===== src/rtl/muldiv_pkg.sv =====
// Shared types and constants for the iterative multiply/divide unit.
package muldiv_pkg;

  typedef enum logic [1:0] {
    MULTU = 2'd0,
    MULT  = 2'd1,
    DIVU  = 2'd2,
    DIV   = 2'd3
  } op_t;

  typedef enum logic [1:0] {
    IDLE,
    CALC,
    FIX
  } state_t;

  localparam int unsigned ITERS = 32;
  localparam int unsigned CNT_W = $clog2(ITERS);

  function automatic logic isDivOp(input op_t o);
    return (o == DIVU) || (o == DIV);
  endfunction

endpackage


===== src/rtl/muldiv_if.sv =====
// Execute-stage <-> multiply/divide unit signal bundle (operands, MTHI/MTLO, HI/LO).
interface muldiv_if
  import muldiv_pkg::*;
#(
  parameter int WIDTH = 32
);

  logic             start;
  op_t              op;
  logic [WIDTH-1:0] srca;
  logic [WIDTH-1:0] srcb;
  logic             cancel;
  logic             hiwe;
  logic             lowe;
  logic [WIDTH-1:0] wd;
  logic             busy;
  logic             done;
  logic [WIDTH-1:0] hi;
  logic [WIDTH-1:0] lo;

  modport master (
    output start, op, srca, srcb, cancel, hiwe, lowe, wd,
    input  busy, done, hi, lo
  );

  modport slave (
    input  start, op, srca, srcb, cancel, hiwe, lowe, wd,
    output busy, done, hi, lo
  );

endinterface


===== src/rtl/muldiv.sv =====
// Iterative MULT/MULTU/DIV/DIVU unit owning the HI/LO registers.
// Works on operand magnitudes for 32 cycles, then fixes signs and commits.
module muldiv
  import muldiv_pkg::*;
#(
  parameter int WIDTH = 32
) (
  input  logic    clk,
  input  logic    reset,
  muldiv_if.slave bus
);

  state_t             state;
  state_t             nextState;
  logic [CNT_W-1:0]   count;
  op_t                opReg;
  logic               signA;
  logic               signB;
  logic [WIDTH-1:0]   magA;
  logic [WIDTH-1:0]   magB;
  logic [2*WIDTH-1:0] work;
  logic [2*WIDTH-1:0] stepNext;
  logic [2*WIDTH-1:0] product;
  logic [WIDTH:0]     mulSum;
  logic [WIDTH:0]     divShift;
  logic [WIDTH:0]     divDiff;
  logic               opSigned;
  logic               negA;
  logic               negB;
  logic [WIDTH-1:0]   absA;
  logic [WIDTH-1:0]   absB;
  logic [WIDTH-1:0]   quot;
  logic [WIDTH-1:0]   rem;
  logic [WIDTH-1:0]   hiFix;
  logic [WIDTH-1:0]   loFix;
  logic [WIDTH-1:0]   hiReg;
  logic [WIDTH-1:0]   loReg;
  logic               doneReg;

  always_ff @(posedge clk) begin
    if (reset) state <= IDLE;
    else       state <= nextState;
  end

  always_comb begin
    nextState = state;
    unique case (state)
      IDLE: if (bus.start && !bus.cancel) nextState = CALC;
      CALC: begin
        if (bus.cancel)                         nextState = IDLE;
        else if (count == CNT_W'(ITERS - 1))    nextState = FIX;
      end
      FIX:     nextState = IDLE;
      default: nextState = IDLE;
    endcase
  end

  always_comb begin
    bus.busy = (state != IDLE);
    bus.done = doneReg;
    bus.hi   = hiReg;
    bus.lo   = loReg;
  end

  // Launch-time magnitudes; |0x80000000| stays 0x80000000 as an unsigned value.
  always_comb begin
    opSigned = (bus.op == MULT) || (bus.op == DIV);
    negA     = opSigned && bus.srca[WIDTH-1];
    negB     = opSigned && bus.srcb[WIDTH-1];
    absA     = negA ? -bus.srca : bus.srca;
    absB     = negB ? -bus.srcb : bus.srcb;
  end

  // One iteration. Multiply: work = {acc, multiplier}, shift right with add.
  // Divide: work = {remainder, dividend/quotient}; bit WIDTH of the 33-bit
  // difference is the borrow, i.e. the restore decision.
  always_comb begin
    mulSum   = {1'b0, work[2*WIDTH-1:WIDTH]} + {1'b0, magA};
    divShift = {work[2*WIDTH-1:WIDTH], work[WIDTH-1]};
    divDiff  = divShift - {1'b0, magB};
    if (isDivOp(opReg)) begin
      if (divDiff[WIDTH]) stepNext = {divShift[WIDTH-1:0], work[WIDTH-2:0], 1'b0};
      else                stepNext = {divDiff[WIDTH-1:0],  work[WIDTH-2:0], 1'b1};
    end else begin
      if (work[0]) stepNext = {mulSum, work[WIDTH-1:1]};
      else         stepNext = {1'b0, work[2*WIDTH-1:WIDTH], work[WIDTH-1:1]};
    end
  end

  always_comb begin
    product = (signA ^ signB) ? -work : work;
    quot    = (signA ^ signB) ? -work[WIDTH-1:0] : work[WIDTH-1:0];
    rem     = signA ? -work[2*WIDTH-1:WIDTH] : work[2*WIDTH-1:WIDTH];
    if (isDivOp(opReg)) begin
      hiFix = rem;
      loFix = (magB == '0) ? '1 : quot;
    end else begin
      hiFix = product[2*WIDTH-1:WIDTH];
      loFix = product[WIDTH-1:0];
    end
  end

  always_ff @(posedge clk) begin
    if (reset) begin
      count   <= '0;
      opReg   <= MULTU;
      signA   <= 1'b0;
      signB   <= 1'b0;
      magA    <= '0;
      magB    <= '0;
      work    <= '0;
      hiReg   <= '0;
      loReg   <= '0;
      doneReg <= 1'b0;
    end else begin
      doneReg <= 1'b0;
      unique case (state)
        IDLE: begin
          if (bus.hiwe) hiReg <= bus.wd;
          if (bus.lowe) loReg <= bus.wd;
          if (bus.start && !bus.cancel) begin
            opReg <= bus.op;
            signA <= negA;
            signB <= negB;
            magA  <= absA;
            magB  <= absB;
            count <= '0;
            work  <= isDivOp(bus.op) ? {{WIDTH{1'b0}}, absA} : {{WIDTH{1'b0}}, absB};
          end
        end
        CALC: begin
          if (!bus.cancel) begin
            work  <= stepNext;
            count <= count + CNT_W'(1);
          end
        end
        FIX: begin
          if (!bus.cancel) begin
            hiReg   <= hiFix;
            loReg   <= loFix;
            doneReg <= 1'b1;
          end
        end
        default: ;
      endcase
    end
  end

endmodule


===== src/flat_wrapper.sv =====
// flat-port wrapper written by rule: the top's interface ports become plain ports
module muldiv_flat import muldiv_pkg::*;
#(
  parameter int WIDTH = 32
)
  (clk, reset, bus_start, bus_op, bus_srca, bus_srcb, bus_cancel, bus_hiwe, bus_lowe, bus_wd, bus_busy, bus_done, bus_hi, bus_lo);
  muldiv_if #(.WIDTH(WIDTH)) bus_i ();
  input  logic clk;
  input  logic reset;
  input wire logic [$bits(bus_i.start)-1:0] bus_start;
  input wire logic [$bits(bus_i.op)-1:0] bus_op;
  input wire logic [$bits(bus_i.srca)-1:0] bus_srca;
  input wire logic [$bits(bus_i.srcb)-1:0] bus_srcb;
  input wire logic [$bits(bus_i.cancel)-1:0] bus_cancel;
  input wire logic [$bits(bus_i.hiwe)-1:0] bus_hiwe;
  input wire logic [$bits(bus_i.lowe)-1:0] bus_lowe;
  input wire logic [$bits(bus_i.wd)-1:0] bus_wd;
  output wire logic [$bits(bus_i.busy)-1:0] bus_busy;
  output wire logic [$bits(bus_i.done)-1:0] bus_done;
  output wire logic [$bits(bus_i.hi)-1:0] bus_hi;
  output wire logic [$bits(bus_i.lo)-1:0] bus_lo;
  assign bus_i.start = bus_start;
  assign bus_i.op = bus_op;
  assign bus_i.srca = bus_srca;
  assign bus_i.srcb = bus_srcb;
  assign bus_i.cancel = bus_cancel;
  assign bus_i.hiwe = bus_hiwe;
  assign bus_i.lowe = bus_lowe;
  assign bus_i.wd = bus_wd;
  assign bus_busy = bus_i.busy;
  assign bus_done = bus_i.done;
  assign bus_hi = bus_i.hi;
  assign bus_lo = bus_i.lo;
  muldiv #(.WIDTH(WIDTH)) u_core (.clk(clk), .reset(reset), .bus(bus_i));
endmodule

===== config.mk =====
export PLATFORM = sky130hd
export DESIGN_NAME = muldiv_flat
export DESIGN_NICKNAME = d
export VERILOG_FILES = /design/src/rtl/muldiv_pkg.sv /design/src/rtl/muldiv_if.sv /design/src/rtl/muldiv.sv /design/src/flat_wrapper.sv
export SDC_FILE = /design/constraint.sdc
export NUM_CORES = 1
export LEC_CHECK = 0
export BUFFER_PORTS_ARGS = -buffer_cell sky130_fd_sc_hd__clkbuf_2
export CORE_UTILIZATION = 45
export CTS_CLUSTER_SIZE = 28
export DETAILED_ROUTE_END_ITERATION = 10
export PLACE_DENSITY = 0.75
export SETUP_SLACK_MARGIN = 0.4
export SLEW_MARGIN = 15
export SYNTH_ARGS = -nofsm -noshare
export SYNTH_HDL_FRONTEND = slang
export SYNTH_SLANG_ARGS = --single-unit

===== constraint.sdc =====
create_clock -name clk -period 2.9 [get_ports clk]
set_input_delay 0.435 -clock clk [delete_from_list [all_inputs] [get_ports clk]]
set_output_delay 0.435 -clock clk [all_outputs]
set_load 0.02 [all_outputs]

**Word level (Yosys, flattened, before mapping)**

Cells that the tools add are included.

- Reduce and logical (&&, ||, !) cells: 18
- Equality and inequality tests: 14
- Add/sub/neg operators: 8
- Mux-type cells: 29
- Bitwise gates (word level): 2

Operator list:

| cell | count |
|---|---|
| 2-to-1 mux 32 bit | 12 |
| 2-to-1 mux 64 bit | 6 |
| negation 32 bit | 4 |
| case mux 32 bit (2 select lines) | 2 |
| case mux 64 bit (2 select lines) | 1 |
| negation 64 bit | 1 |
| adder 32 x 32 -> 33 bit | 1 |
| subtractor 33 x 32 -> 33 bit | 1 |
| zero test 32 bit | 1 |
| equality test 2 bit, second input constant | 5 |
| 2-to-1 mux 5 bit | 2 |
| case mux 5 bit (2 select lines) | 1 |
| AND reduction 3 bit | 3 |
| inequality test 2 bit, second input constant | 4 |
| 2-to-1 mux 2 bit | 3 |
| nonzero test 2 bit | 3 |
| adder 5 x 1 -> 5 bit, second input constant | 1 |
| equality test 5 bit, second input constant | 1 |
| equality test 2 x 1 -> 1 bit, second input constant | 2 |
| case mux 2 bit (2 select lines) | 1 |
| AND reduction 2 bit | 2 |
| logical AND 1 bit | 3 |
| logical OR 1 bit | 3 |
| inequality test 3 x 2 -> 1 bit, second input constant | 1 |
| other kinds (7) | 7 |

- Output and inout bits: 66
- Input port bits: 104
- Register bits after elaboration: 204
- Word-level logic and storage cells: 82

**Logic depth before layout (Yosys ltp)**

- Depth in word-level cells: 7
- Mapped depth: 14
- Gate-level depth less buffers: 12

**Least setup slack after synthesis**

Ideal clock, no wire load.

- Kind: register to register
- Start point: register u_core.work[31]
- End point: register u_core.work[44]
- Buffers on the path: 2
- Arrival: 3053 ps
- Setup slack: -283 ps
- Library setup time: 130 ps
- Period minus slack after synthesis: 3183 ps
- Stages on the path, launching flop included: 15
- Required time: 2770 ps
- Cell sequence: dfxtp_1 > inv_1 > ha_1 > fa_1 > nand2b_1 > a21o_1 > a31oi_1 > a211o_1 > and3_1 > o21a_1 > clkbuf_1 > clkbuf_1 > nor3_1 > a211oi_1 > o31ai_1

- Cells in the longest elaborated chain, start to end: 5

RTL lines:

| item | RTL line | text |
|---|---|---|
| from (decl) | muldiv.sv:21 | `logic [2*WIDTH-1:0] work;` |
| from (signal assigned) | muldiv.sv:128 | `work <= isDivOp(bus.op) ? {{WIDTH{1'b0}}, absA} : {{WIDTH{1'b0}}, absB};` |
| from (signal assigned) | muldiv.sv:133 | `work <= stepNext;` |
| subtractor 33 x 32 -> 33 bit | muldiv.sv:80 | `divDiff = divShift - {1'b0, magB};` |
| 2-to-1 mux 64 bit | muldiv.sv:82 | `if (divDiff[WIDTH]) stepNext = {divShift[WIDTH-1:0], work[WIDTH-2:0], 1'b0};` |
| 2-to-1 mux 64 bit | muldiv.sv:81 | `if (isDivOp(opReg)) begin` |
| 2-to-1 mux 64 bit | muldiv.sv:132 | `if (!bus.cancel) begin` |
| case mux 64 bit (2 select lines) | muldiv.sv:117 | `unique case (state)` |

Every way passes these cells. The select of a mux whose other input is x is not followed.
A chain may end at the register's enable or synchronous reset.

**Final worst setup path**

- Start point: register u_core.work[31]
- End point: register u_core.work[40]

The elaborated chain is that of the path after synthesis.

==> flow_summary.ini <==
[status]
outcome = complete, but fails checks
violations = negative setup slack

[clock_tree]
clockBufferDepth = 3
clock-sinks = 203
cts_tree = done
clkSlewWorstSetupHoldPaths_ps = 70
clock_latency_ps = 560
ctsHoldBuffers = 0
cts-root-buf = clkbuf_16
numCtsBuffers = 24
htreeDepth = 1

[sta]
hold-worst-slack_ps = 183
min_period_ps = 3030
rsz0062_at_grt = true
period_share = 1.04
fin_skew_ps = 32.3
maxSlewViolCount = 0
finalHoldViolCount = 0
max_slew_margin = 0.399
fin_ws_ps = -128
fmax_ghz = 0.330
setup_viol = 22
tightest_slew_ps = 898

[pwr]
p_int_mw = 5.84
netSwitchingPower_mw = 3.13
comb_power_share = 0.317
p_clk_frac = 0.338
power.share.sequential = 0.345
power_density_nw_per_um2 = 414
switching_share = 0.349
ir_drop_mv = 0.438
leakagePower_nw = 9.34

[worst_setup_path]
cp_cell_sequence = inv_2 -> ha_4 -> fa_2 -> nand2b_4 -> a21o_1 -> a31oi_4 -> a211o_1 -> and3_4 -> buf_6 -> nor3_4 -> buf_12 -> nor4_4 -> buf_4 -> a211oi_2 -> o31ai_2
crit_buf_inv = 4
worstPathMaxFanout = 14
slowest_delay_ps = 340
cp_slowest_cell = a211o_1
crit_type = reg -> reg
startpoint_type = register
endpoint_kind = register
rrSetupSlack_ps = -130
cp_data_required_time_ps = 3310
arrival_ps = 3440
crit_family = compound AO/OA/AOI/OAI gates

[detailed_routing]
drc_errors = 0
wirelength_um = 69000
first_pass_iters = 6
viasPerCell = 6.19
antenna_left = 0
wl_per_cell_um = 23.0
first_iter_violations = 2085
vias = 18600

[synth]
synth-edff-count = 0
synth.most_common_cell = nor2_1
synthSimpleGateAreaFrac = 0.221
yosys.area.top_type = dfxtp_1
synth_xor_area_frac = 0.0873
ys_warn_count = 0
synthFlopType = dfxtp_1
yosysUniqueCellTypes = 85
yosys-mux-area-fraction = 0.0369
synth_top_area_share = 0.252
synth_common_cells = nor2_1, a21oi_1, dfxtp_1
syn_nets = 2353
ys_seq_area_frac = 0.252
syn-cell-area_um2 = 16200
synth.avg_cell_area_um2 = 7.42
synth_top_family_by_area = compound AO/OA/AOI/OAI gates
ys_top_cells_by_area = dfxtp_1, a21oi_1, ha_1, nor2_1, a211oi_1
synth-async-reset-ratio = 0
synthCells = 2177
ys_seq_elements = 203
synth_fa_ha_area_frac = 0.0567
synth-compound-area-share = 0.287

[placement]
port_buffers = 169
place_congestion = 1.01
post_dp_cell_area_um2 = 19500
hpwl_um = 52800

[global_routing]
use_met3 = 0.0509
grt_usage = 0.364
grt_pass1_vias = 16900
gr-max-usage-layer = met2
gr-total-overflow = 0
antenna_found_initial = 0
grt_pass1_wl_um = 102000
grt_use_met1 = 0.521
grt_max_degree = 118
grt_util_met2 = 0.551

[floorplan]
die_area_um2 = 36700
core_um2 = 35500
io_pins = 170
initial_core_util = 0.455
die_width_um = 191
fp.dieH_um = 191
rows = 69

[finish]
synthToLayoutAreaGrowth_pct = 34.0
final_nets = 2703
diodes = 0
fin_area_um2 = 21600
drive_gt1_frac = 0.311
fillCellCount = 3160

[hold_path]
hold_path_class = in -> reg

[run]
cap_violations = 0
state kept, by name (all words and copies together) (netlist names), 2 cells and up:
register	flops
u_core.bus.hi	32
u_core.bus.lo	32
u_core.count	5
u_core.magA	32
u_core.magB	32
u_core.state	2
u_core.work	64
logic make-up (layout without fill, tap and decap cells):
group                      Yosys count  after routing
xor gates and xnor gates           161            161
and+or+nand+nor                    745            745
buffers and inverters              226            593
adders and majority gates           72             72
muxes                               59             59
AOI/OAI and AO/OA                  711            711
DFF                                203            203
power groups by stage:
stage | logic [mW] | clock network (mW) | registers, mW
after floorplan | 1.47 | 0 | 3.19
after global placement | 2.45 | 0 | 3.14
after detailed placement | 2.48 | 0 | 3.15
after CTS | 2.66 | 3.02 | 3.09
after global routing | 3.02 | 3.14 | 3.11
final | 2.85 | 3.03 | 3.10
placed cells by master (no fill, tap or decap), types with 13 or more instances in the layout:
cell type,n
nor4_1,29
clkbuf_16,24
a21oi_2,31
dfxtp_1,177
buf_4,285
a21o_1,45
buf_6,28
xor2_1,78
o21ai_2,16
or3_1,13
and3_1,17
ha_4,13
o211ai_1,16
a211oi_2,20
a211oi_1,92
clkbuf_2,168
inv_1,53
nor3_1,62
o221ai_1,30
nor2b_1,23
nand2_1,189
dfxtp_2,22
a21oi_1,177
o31ai_1,27
ha_1,56
o21ai_1,27
o21ai_0,83
nand2b_1,26
nor2_1,224
and2_1,19
a31oi_1,19
nand3_1,28
xnor2_1,71
nor3_2,13
nand4_1,14
mux2i_1,54
metal layers:
layer,wire length (um),share of wire,vias up
li1,-,-,8659
met5,0,0,-
met1,30600,0.44,8966
met3,5800,0.084,121
met2,29800,0.43,843
met4,2780,0.040,0
repair_timing:
| item | CTS | global route |
|---|---|---|
| pin swaps | 75 | 55 |
| cloned | 2 | 0 |
| buffers inserted | 20 | 14 |
| resized for setup | 138 | 101 |
| endpoints found under the setup margin | 73 | 87 |
worst paths after layout:
kind / start / end / cells after the start
min: bus_wd[24] / u_core.bus.hi[24] / 3
max: u_core.work[31] / u_core.work[40] / 15
max reg2reg: u_core.work[31] / u_core.work[40] / 15
min reg2reg: u_core.bus.lo[8] / u_core.bus.lo[8] / 2
worst min-delay path: stages:
cell and delay, ps:
clkbuf_2 120, nand2_1 60, a311oi_1 80
cell type report:
cell class / count / area [um2] / share of cell area
multi-input combinational: 1748 / 12500 / 0.576
tap: 461 / 577 / 0.0266
clock inverter: 8 / 80.1 / 0.00370
timing repair buffer: 492 / 3510 / 0.162
inverter: 58 / 218 / 0.0101
clock buffer: 35 / 692 / 0.0320
sequential: 203 / 4110 / 0.190
through the flow:
| step | setup TNS (ps) | total power [mW] | utilization | setup WS, ps | instances |
|---|---|---|---|---|---|
| after floorplan | -18.1 | 4.65 | - | -18.1 | 2177 |
| after global placement | -1320 | 5.59 | 0.549 | -343 | 2926 |
| after detailed placement | -1130 | 5.63 | 0.549 | -270 | 2926 |
| after CTS | -106 | 8.77 | 0.594 | -50.5 | 2991 |
| after global routing | -4830 | 9.27 | 0.610 | -203 | 3005 |
| final | -962 | 8.97 | 0.610 | -128 | 3005 |
No activity file was read; power rests on OpenSTA's default activity.
